File: src/rtl/fp_addsub_seq.sv
// Multi-cycle parametrised floating-point add/subtract unit with valid/ready handshakes.
// Build macro FPU_ROUND_NEAREST_EN selects round-to-nearest-even; otherwise results truncate.
module fp_addsub_seq #(
  parameter int unsigned EXP_W = 8,
  parameter int unsigned MAN_W = 23,
  parameter int unsigned W     = EXP_W + MAN_W + 1
) (
  input  logic         clk,
  input  logic         rst_n,
  input  logic         in_valid,
  output logic         in_ready,
  input  logic         op,
  input  logic [W-1:0] data_a,
  input  logic [W-1:0] data_b,
  output logic         out_valid,
  input  logic         out_ready,
  output logic [W-1:0] result,
  output logic [2:0]   flags
);
  localparam int unsigned DW  = MAN_W + 5;
  localparam int unsigned EW1 = EXP_W + 1;
  localparam logic [EW1-1:0] EXP_INF = {1'b0, {EXP_W{1'b1}}};

  typedef enum logic [2:0] {S_IDLE, S_ALIGN, S_ADD, S_NORM, S_ROUND, S_DONE} state_t;

  state_t           state_q, state_d;
  logic [W-1:0]     a_q, a_d, b_q, b_d;
  logic [DW-1:0]    big_q, big_d, small_q, small_d, mag_q, mag_d;
  logic             sign_big_q, sign_big_d, sign_small_q, sign_small_d, sign_q, sign_d;
  logic [EW1-1:0]   exp_q, exp_d;
  logic             special_q, special_d;
  logic [MAN_W-1:0] nan_frac_q, nan_frac_d;
  logic             unf_q, unf_d;
  logic             in_ready_q, in_ready_d, out_valid_q, out_valid_d;
  logic [W-1:0]     result_q, result_d;
  logic [2:0]       flags_q, flags_d;

  // Alignment: significand layout is {carry, hidden, fraction, G, R, S}
  logic [EXP_W-1:0] exp_a, exp_b, exp_diff;
  logic [DW-1:0]    sig_a, sig_b, sig_sm, sh_mask, sig_sh;
  logic             a_big;

  assign exp_a    = a_q[W-2:MAN_W];
  assign exp_b    = b_q[W-2:MAN_W];
  assign sig_a    = (exp_a == '0) ? '0 : {2'b01, a_q[MAN_W-1:0], 3'b000};
  assign sig_b    = (exp_b == '0) ? '0 : {2'b01, b_q[MAN_W-1:0], 3'b000};
  assign a_big    = exp_a > exp_b;
  assign exp_diff = a_big ? (exp_a - exp_b) : (exp_b - exp_a);
  assign sig_sm   = a_big ? sig_b : sig_a;
  assign sh_mask  = ~({DW{1'b1}} << exp_diff);
  assign sig_sh   = (32'(exp_diff) >= MAN_W + 3) ? DW'(|sig_sm)
                  : ((sig_sm >> exp_diff) | DW'(|(sig_sm & sh_mask)));

  // Rounding: fraction wraps to zero exactly when the significand carries out
  logic             rnd_inc, rnd_carry, grs_any, ovf;
  logic [EW1-1:0]   exp_r;
  logic [MAN_W-1:0] frac_r;

  assign grs_any = |mag_q[2:0];
`ifdef FPU_ROUND_NEAREST_EN
  assign rnd_inc = mag_q[2] & (mag_q[1] | mag_q[0] | mag_q[3]);
`else
  assign rnd_inc = 1'b0;
`endif
  assign rnd_carry = rnd_inc & (&mag_q[DW-2:3]);
  assign frac_r    = mag_q[MAN_W+2:3] + MAN_W'(rnd_inc);
  assign exp_r     = rnd_carry ? (exp_q + EW1'(1)) : exp_q;
  assign ovf       = exp_r >= EXP_INF;

  always_comb begin
    state_d      = state_q;
    a_d          = a_q;
    b_d          = b_q;
    big_d        = big_q;
    small_d      = small_q;
    mag_d        = mag_q;
    sign_big_d   = sign_big_q;
    sign_small_d = sign_small_q;
    sign_d       = sign_q;
    exp_d        = exp_q;
    special_d    = special_q;
    nan_frac_d   = nan_frac_q;
    unf_d        = unf_q;
    in_ready_d   = in_ready_q;
    out_valid_d  = out_valid_q;
    result_d     = result_q;
    flags_d      = flags_q;
    case (state_q)
      S_IDLE: begin
        if (in_valid && in_ready_q) begin
          a_d        = data_a;
          b_d        = {data_b[W-1] ^ op, data_b[W-2:0]};
          unf_d      = 1'b0;
          in_ready_d = 1'b0;
          state_d    = S_ALIGN;
        end
      end
      S_ALIGN: begin
        big_d        = a_big ? sig_a : sig_b;
        small_d      = sig_sh;
        sign_big_d   = a_big ? a_q[W-1] : b_q[W-1];
        sign_small_d = a_big ? b_q[W-1] : a_q[W-1];
        exp_d        = EW1'(a_big ? exp_a : exp_b);
        special_d    = (&exp_a) | (&exp_b);
        nan_frac_d   = a_q[MAN_W-1:0] | b_q[MAN_W-1:0];
        state_d      = S_ADD;
      end
      S_ADD: begin
        if (sign_big_q == sign_small_q) begin
          mag_d  = big_q + small_q;
          sign_d = sign_big_q;
        end else if (big_q >= small_q) begin
          mag_d  = big_q - small_q;
          sign_d = sign_big_q;
        end else begin
          mag_d  = small_q - big_q;
          sign_d = sign_small_q;
        end
        state_d = S_NORM;
      end
      S_NORM: begin
        if (mag_q[DW-1]) begin
          mag_d   = {1'b0, mag_q[DW-1:2], mag_q[1] | mag_q[0]};
          exp_d   = exp_q + EW1'(1);
          state_d = S_ROUND;
        end else if (mag_q == '0) begin
          sign_d  = 1'b0;
          exp_d   = '0;
          state_d = S_ROUND;
        end else if (!mag_q[DW-2]) begin
          // A left shift that would bring the exponent to zero flushes instead
          if (exp_q <= EW1'(1)) begin
            mag_d   = '0;
            exp_d   = '0;
            unf_d   = 1'b1;
            state_d = S_ROUND;
          end else begin
            mag_d = mag_q << 1;
            exp_d = exp_q - EW1'(1);
          end
        end else begin
          state_d = S_ROUND;
        end
      end
      S_ROUND: begin
        if (special_q) begin
          result_d = {sign_big_q, {EXP_W{1'b1}}, nan_frac_q};
          flags_d  = 3'b000;
        end else if (ovf) begin
          result_d = {sign_q, {EXP_W{1'b1}}, {MAN_W{1'b0}}};
          flags_d  = {1'b1, unf_q, 1'b1};
        end else begin
          result_d = {sign_q, exp_r[EXP_W-1:0], frac_r};
          flags_d  = {1'b0, unf_q, grs_any};
        end
        out_valid_d = 1'b1;
        state_d     = S_DONE;
      end
      S_DONE: begin
        if (out_ready) begin
          out_valid_d = 1'b0;
          in_ready_d  = 1'b1;
          state_d     = S_IDLE;
        end
      end
      default: state_d = S_IDLE;
    endcase
  end

  always_ff @(posedge clk or negedge rst_n) begin
    if (!rst_n) begin
      state_q      <= S_IDLE;
      a_q          <= '0;
      b_q          <= '0;
      big_q        <= '0;
      small_q      <= '0;
      mag_q        <= '0;
      sign_big_q   <= 1'b0;
      sign_small_q <= 1'b0;
      sign_q       <= 1'b0;
      exp_q        <= '0;
      special_q    <= 1'b0;
      nan_frac_q   <= '0;
      unf_q        <= 1'b0;
      in_ready_q   <= 1'b1;
      out_valid_q  <= 1'b0;
      result_q     <= '0;
      flags_q      <= '0;
    end else begin
      state_q      <= state_d;
      a_q          <= a_d;
      b_q          <= b_d;
      big_q        <= big_d;
      small_q      <= small_d;
      mag_q        <= mag_d;
      sign_big_q   <= sign_big_d;
      sign_small_q <= sign_small_d;
      sign_q       <= sign_d;
      exp_q        <= exp_d;
      special_q    <= special_d;
      nan_frac_q   <= nan_frac_d;
      unf_q        <= unf_d;
      in_ready_q   <= in_ready_d;
      out_valid_q  <= out_valid_d;
      result_q     <= result_d;
      flags_q      <= flags_d;
    end
  end

  assign in_ready  = in_ready_q;
  assign out_valid = out_valid_q;
  assign result    = result_q;
  assign flags     = flags_q;

endmodule

File: config.mk
export PLATFORM = sky130hd
export DESIGN_NAME = fp_addsub_seq
export DESIGN_NICKNAME = d
export VERILOG_FILES = /design/src/rtl/fp_addsub_seq.sv
export SDC_FILE = /design/constraint.sdc
export NUM_CORES = 1
export LEC_CHECK = 0
export BUFFER_PORTS_ARGS = -buffer_cell sky130_fd_sc_hd__clkbuf_2
export CORE_ASPECT_RATIO = 1.2
export CORE_MARGIN = 5
export CORE_UTILIZATION = 40
export DETAILED_ROUTE_END_ITERATION = 12
export GPL_ROUTABILITY_DRIVEN = 1
export PLACE_DENSITY_LB_ADDON = 0.25
export SYNTH_ARGS = -nofsm -noshare
export SYNTH_HDL_FRONTEND = slang
export SYNTH_SLANG_ARGS = --single-unit
File: constraint.sdc
create_clock -name clk -period 4.6 [get_ports clk]
set_input_delay 0.23 -clock clk [delete_from_list [all_inputs] [get_ports clk]]
set_output_delay 0.23 -clock clk [all_outputs]
set_load 0.01 [all_outputs]
==> results of run 1 <==
## stage by stage
stage / worst slack (ns) / hold slack, ns
after floorplan: 0.937 / -0.0656
after global placement: 0.373 / 0.361
after detailed placement: 0.313 / 0.358
after CTS: 0.299 / 0.353
after global routing: 0.0635 / 0.439
final: 0.377 / 0.340
## worst register-to-register path: stages, from the launching register on
cell	delay [ns]
dfrtp_1	0.40
inv_1	0.10
ha_1	0.17
inv_1	0.06
fa_1	0.49
nand3_1	0.15
a21oi_2	0.09
o32ai_4	0.42
buf_12	0.30
mux2i_2	0.38
inv_1	0.10
mux4_2	0.54
a2111oi_0	0.58
a21oi_1	0.08
nor2_1	0.12
a31oi_1	0.05
o22ai_1	0.11
## cell families (layout without fill, tap and decap cells)
logic type | after synthesis | after routing | share of synthesized area (%)
AOI/OAI and AO/OA | 612 | 612 | 24.0
buffers and inverters | 239 | 389 | 5.95
muxes | 134 | 134 | 9.32
xor gates and xnor gates | 36 | 36 | 2.10
DFF | 220 | 220 | 33.4
adders and majority gates | 95 | 95 | 7.40
and+or+nand+nor | 645 | 645 | 17.8
## worst max-delay path by stage
stage	startpoint	endpoint	slack, ns	depth (start not counted)
after global placement	a_q[23]	small_q[12]	0.37	16
after detailed placement	a_q[23]	small_q[12]	0.31	16
after CTS	a_q[23]	small_q[12]	0.30	16
after global routing	a_q[23]	small_q[10]	0.06	18
after floorplan	a_q[23]	small_q[0]	0.94	15
final	a_q[23]	small_q[8]	0.38	16
## per-layer routing
layer	vias up	GRT usage, %	share of wire (%)	wire, um
met2	507	43.5	48	28300
li1	7387	-	-	-
met4	0	12.2	5.6	3320
met1	7633	32.2	42	24400
met3	133	2.18	4.6	2740
met5	-	0	0	0
## state kept, by name, indices dropped and copies added (netlist names)
register and cells:
a_q 32, b_q 32, result 32, mag_q 28, small_q 27, big_q 24, nan_frac_q 23, exp_q 9
flags 3, state_q 3, in_ready 1, out_valid 1, sign_big_q 1, sign_q 1, sign_small_q 1, special_q 1
unf_q 1
## cells in the final DEF (no fill, tap or decap), types with 54 or more instances in the layout
cell type,count
nor2_1,145
clkbuf_2,104
mux2_2,66
inv_1,104
dlygate4sd3_1,68
ha_1,91
mux2i_1,54
o21ai_0,181
buf_4,62
a21oi_1,156
dfrtp_1,219
nand2_1,290
## timing repair
action | 4_1_cts | 5_1_grt
resized for setup | 0 | 2
setup endpoints to repair | 0 | 3
hold buffers | 68 | 0
setup buffers | 0 | 3
hold endpoints to repair | 175 | 0
## final cells by class
cell class,instances,area share (%)
repair buffers,237,8.95
clock inverters,15,1.02
inverters,104,2.03
multi-input cells,1522,52.2
well taps,539,3.50
flip-flops and latches,220,28.6
clock buffers,33,3.73
==> results.tsv, run 1 <==
stage	metric	value	unit
outcome	status	finished clean	
synthesis	synthTopCellsByCount	nand2_1 (291), dfrtp_1 (219), o21ai_0 (181)	
synthesis	synth_most_common_cell	nand2_1	
clocking	cts_tree	done	
synthesis	synth_area	16500	sq um
clocking	root_buffer	clkbuf_16	
clocking	clkLatencyLatePin	0.56	ns
setup_path	worstPathCellList	inv_1 -> ha_1 -> inv_1 -> fa_1 -> nand3_1 -> a21oi_2 -> o32ai_4 -> buf_12 -> mux2i_2 -> inv_1 -> mux4_2 -> a2111oi_0 -> a21oi_1 -> nor2_1 -> a31oi_1 -> o22ai_1	
final_layout	diodes	0	
drt	vias_per_cell	5.87	
drt	detail_route.first_pass.iterations	8	
die	io_pins	106	
clocking	cts_num_sinks	220	
placed_design	detailed_place_hpwl	45.1	mm
setup_path	cp_slowest_cell	a2111oi_0	
setup_path	critPathMaxStageDelay	0.58	ns
final_layout	drive_gt1_share	15.3	%
worst_hold_path	hold_path_class	in2async	
placed_design	gp_congestion	0.990	
setup_path	critPathCaptureType	register	
final_layout	final_util	47.2	%
timing	slew_viol_final	0	
clocking	ctsHtreeMaxLevel	1	
timing	period_needed	4.22	ns
timing	hold_viol_final	0	
synthesis	ys_types	92	
final_layout	area_delta_synth_final	16.9	%
drt	drcViolationCount	0	
clocking	cts_buffer_depth	3	
global_route	grt_overflow_total	0	
final_layout	fin_nets	2275	
drt	wl	58.8	mm
synthesis	post-synth-top-area-cell	dfrtp_1	
synthesis	synth_edf_count	0	
timing	worst_pin_slew	1.09	ns
synthesis	syn_area_per_cell	8.31	sq um
synthesis	yosysWarnings	0	
synthesis	synth_top_area_share	33.3	%
synthesis	async_flop_share	100	%
synthesis	ys.flop_type	dfrtp_1	
setup_path	worst-path-buf-inv	4	
placed_design	placed_area	17600	sq um
setup_path	crit_path_frequent_cell	inv_1	
setup_path	rrSetupSlack	0.38	ns
placed_design	portBuffers	105	
drt	vias	15700	
global_route	grt_pass1_wl	91.0	mm
drt	first_iter_violations	1434	
placed_design	placed_cells	2551	
setup_path	critPathTopFamily	compound AO/OA/AOI/OAI gates	
die	fp.coreArea	40700	sq um
final_layout	ff_latch_area	5510	sq um
setup_path	critPathRequiredTime	5.07	ns
clocking	clk_pin_slew_worst_paths	0.06	ns
run	max-cap-violations	0	
setup_path	r2r-end	small_q[8]	
timing	setup_violations	0	
timing	fin_tns_setup	0	ns
final_layout	fin_cells	2670	
global_route	antenna_found_initial	0	
global_route	grt_max_degree	113	
setup_path	path_max_fanout	40	
setup_path	reg2reg_from	a_q[23]	
global_route	grt_pass1_vias	15300	
timing	post-route-period-util	91.8	%
synthesis	seq_area_frac_synth	33.4	%
setup_path	path_class	reg2reg	
final_layout	fin_area	19200	sq um
die	fp.dieH	232	um
synthesis	syn_inst	1981	
final_layout	fillers	4018	
timing	clock_skew	0.0183	ns
die	start_util	40.4	%
die	die_w	195	um
drt	wire_per_inst	22.0	um
synthesis	ys_top_cells_by_area	dfrtp_1 (33%), ha_1 (6.9%), nand2_1 (6.6%)	
drt	ant_nets	0	
timing	clock.fmax	237	MHz
die	die_area	45300	sq um
timing	maxSlewHeadroom	27.1	%
synthesis	ys_ff_latch	220	
die	num_rows	81	
synthesis	synth_nets	2145	
setup_path	ff2ff_path_depth	16	
clocking	cts_buffers	26	
timing	rsz0062_at_grt	no	
setup_path	critPathArrivalTime	4.69	ns
setup_path	startpoint_type	register	
global_route	grt.total_usage	25.3	%
final_layout	multi_input_area	10000	sq um
Power of run 1 is left out: the tool's default activity adds up to more than one toggle a clock period on the data nets, which glitch-free logic cannot reach.
==> run 2, diff against run 1 <==
- clock period: 4.6 -> 3.7 ns (I/O delays scaled with it)
==> run 2 against run 1 <==
Sequential cell count unchanged. Maximum frequency up 16%. Count of clock-buffer cells in the layout up 3. Routed wire length up 5.1%. Sequential share of layout area down 2.9 points. Cell count up 8.1%. Global-route usage up 1.3 points. Largest cell class unchanged. Highest routed layer is now met5.
==> results.tsv, run 2 (synthesis gave the netlist of run 1 again) <==
stage	metric	value	unit	change
die	die_area	45300	sq um	unchanged
setup_path	ff2ff_path_depth	18		was 16
worst_hold_path	hold_path_class	in2async		unchanged
setup_path	worstPathCellList	inv_2 -> ha_4 -> inv_2 -> fa_2 -> nand3_2 -> a21oi_2 -> o32ai_4 -> buf_4 -> buf_6 -> mux2i_4 -> xor2_2 -> buf_4 -> o311a_4 -> buf_6 -> o311ai_2 -> nor4_2 -> o2111ai_1 -> a2bb2oi_2		was inv_1 -> ha_1 -> inv_1 -> fa_1 -> nand3_1 -> a21oi_2 -> o32ai_4 -> buf_12 -> mux2i_2 -> inv_1 -> mux4_2 -> a2111oi_0 -> a21oi_1 -> nor2_1 -> a31oi_1 -> o22ai_1
global_route	grt_pass1_wl	95.6	mm	was 91.0 mm
timing	worst_pin_slew	1.05	ns	was 1.09 ns
die	io_pins	106		unchanged
outcome	status	finished clean		unchanged
timing	worst_slack	0.0689	ns	was 0.377 ns
timing	clock.fmax	275	MHz	was 237 MHz
setup_path	path_class	reg2reg		unchanged
timing	hold_viol_final	0		unchanged
final_layout	multi_input_area	10500	sq um	was 10000 sq um
die	start_util	40.4	%	unchanged
drt	detail_route.first_pass.iterations	7		was 8
drt	vias	16500		was 15700
placed_design	portBuffers	105		unchanged
die	num_rows	81		unchanged
timing	slew_viol_final	0		unchanged
setup_path	path_max_fanout	4		was 40
timing	clock_skew	0.0230	ns	was 0.0183 ns
drt	vias_per_cell	5.73		was 5.87
die	fp.dieH	232	um	unchanged
clocking	ctsHtreeMaxLevel	1		unchanged
timing	fin_tns_setup	0	ns	unchanged
clocking	cts_tree	done		unchanged
run	max-cap-violations	0		unchanged
timing	whs	0.269	ns	was 0.340 ns
clocking	cts_buffers	27		was 26
final_layout	layout_common_cells	nand2_1 (285), buf_4 (254), dfrtp_1 (218)		was nand2_1 (290), dfrtp_1 (219), o21ai_0 (181)
placed_design	dp_slack	-0.329	ns	was 0.313 ns
die	fp.coreArea	40700	sq um	unchanged
setup_path	critPathRequiredTime	4.15	ns	was 5.07 ns
setup_path	r2r-end	small_q[0]		was small_q[8]
die	die_w	195	um	unchanged
global_route	grt_pass1_vias	16300		was 15300
clocking	root_buffer	clkbuf_16		unchanged
setup_path	cp_slowest_cell	dfrtp_1		was a2111oi_0
placed_design	placed_cells	2745		was 2551
final_layout	ff_latch_area	5510	sq um	about the same
final_layout	drive_gt1_share	25.8	%	was 15.3%
final_layout	fin_cells	2885		was 2670
final_layout	area_delta_synth_final	30.3	%	was 16.9%
drt	wl	61.8	mm	was 58.8 mm
clocking	clk_pin_slew_worst_paths	0.06	ns	about the same
global_route	grt_overflow_total	0		unchanged
timing	period_needed	3.63	ns	was 4.22 ns
setup_path	critPathArrivalTime	4.08	ns	was 4.69 ns
setup_path	rrSetupSlack	0.07	ns	was 0.38 ns
drt	drcViolationCount	0		unchanged
setup_path	critPathMaxStageDelay	0.38	ns	was 0.58 ns
timing	post-route-period-util	98.1	%	was 91.8%
clocking	cts_buffer_depth	3		unchanged
setup_path	critPathCaptureType	register		unchanged
clocking	cts_num_sinks	220		unchanged
timing	maxSlewHeadroom	29.8	%	was 27.1%
drt	ant_nets	0		unchanged
drt	first_iter_violations	1447		was 1434
global_route	grt.total_usage	26.6	%	was 25.3%
timing	rsz0062_at_grt	yes		was no
setup_path	startpoint_type	register		unchanged
setup_path	reg2reg_from	a_q[23]		unchanged
global_route	antenna_found_initial	1		was 0
final_layout	final_common_cell	nand2_1		unchanged
final_layout	fillers	3828		was 4018
placed_design	detailed_place_hpwl	47.7	mm	was 45.1 mm
clocking	clkLatencyLatePin	0.57	ns	was 0.56 ns
placed_design	gp_congestion	0.994		was 0.990
global_route	grt_max_degree	105		was 113
drt	wire_per_inst	21.4	um	was 22.0 um
final_layout	fin_nets	2489		was 2275
timing	setup_violations	0		unchanged
==> run 2: changes by cell type in the layout (fill, tap and decap cells not counted), moves of 6 or more <==
| cell | previous run | this run |
|---|---|---|
| buf_4 | 62 | 254 |
| buf_6 | 0 | 15 |
| mux2i_1 | 54 | 43 |
| mux2i_2 | 3 | 11 |
| nor2_1 | 145 | 139 |
| o21ai_0 | 181 | 167 |
| o21ai_1 | 8 | 20 |
==> run 2: how the worst max path moves through the flow <==
stage / slack [ns] / end / start
floorplan: 0.04 / small_q[0] / a_q[23]
global placement: -0.31 / small_q[3] / a_q[23]
detailed placement: -0.33 / small_q[3] / a_q[23]
CTS: 0.001 / small_q[0] / a_q[23]
global route: -0.11 / small_q[0] / a_q[23]
finish: 0.07 / small_q[0] / a_q[23]
==> run 2: stage by stage <==
| stage | instance area [sq um] | utilization [%] |
|---|---|---|
| global placement | 19100 | 46.8 |
| floorplan | 16500 | - |
| global route | 21500 | 52.7 |
| detailed placement | 19100 | 46.8 |
| CTS | 21000 | 51.6 |
| finish | 21500 | 52.7 |
==> run 2: timing repair <==
action	CTS	global route
buffers inserted	7	13
hold buffers	68	0
pin swaps	12	24
cloned	1	1
endpoints found under the hold margin	168	0
gates resized for setup	44	87
endpoints found under the setup margin	29	42
==> run 2: routing by layer <==
| metal | GRT usage (%) | routed length [um] | vias up |
|---|---|---|---|
| met2 | 47.3 | 30700 | 516 |
| met4 | 10.6 | 2800 | 2 |
| met1 | 33.4 | 25600 | 8038 |
| met5 | 0 | 17 | - |
| met3 | 2.29 | 2680 | 163 |
| li1 | - | - | 7814 |
==> run 2: cell type report <==
class,count,share of cell area [%]
clock inverter,13,1.04
tap,539,3.14
sequential,220,25.7
multi-input combinational,1522,48.7
clock buffer,36,3.54
inverter,104,1.82
antenna,1,0.0117
timing repair buffer,450,16.0
==> run 2: worst max-delay path: cells and delay by family, from the launching register on <==
family | cells | cell delay (ns)
AOI/OAI and AO/OA | 6 | 1.05
xor gates and xnor gates | 1 | 0.26
adders and majority gates | 2 | 0.50
buffers and inverters | 6 | 0.72
DFF | 1 | 0.38
muxes | 1 | 0.23
and+or+nand+nor | 2 | 0.36
Power of run 2 is left out for the same reason.
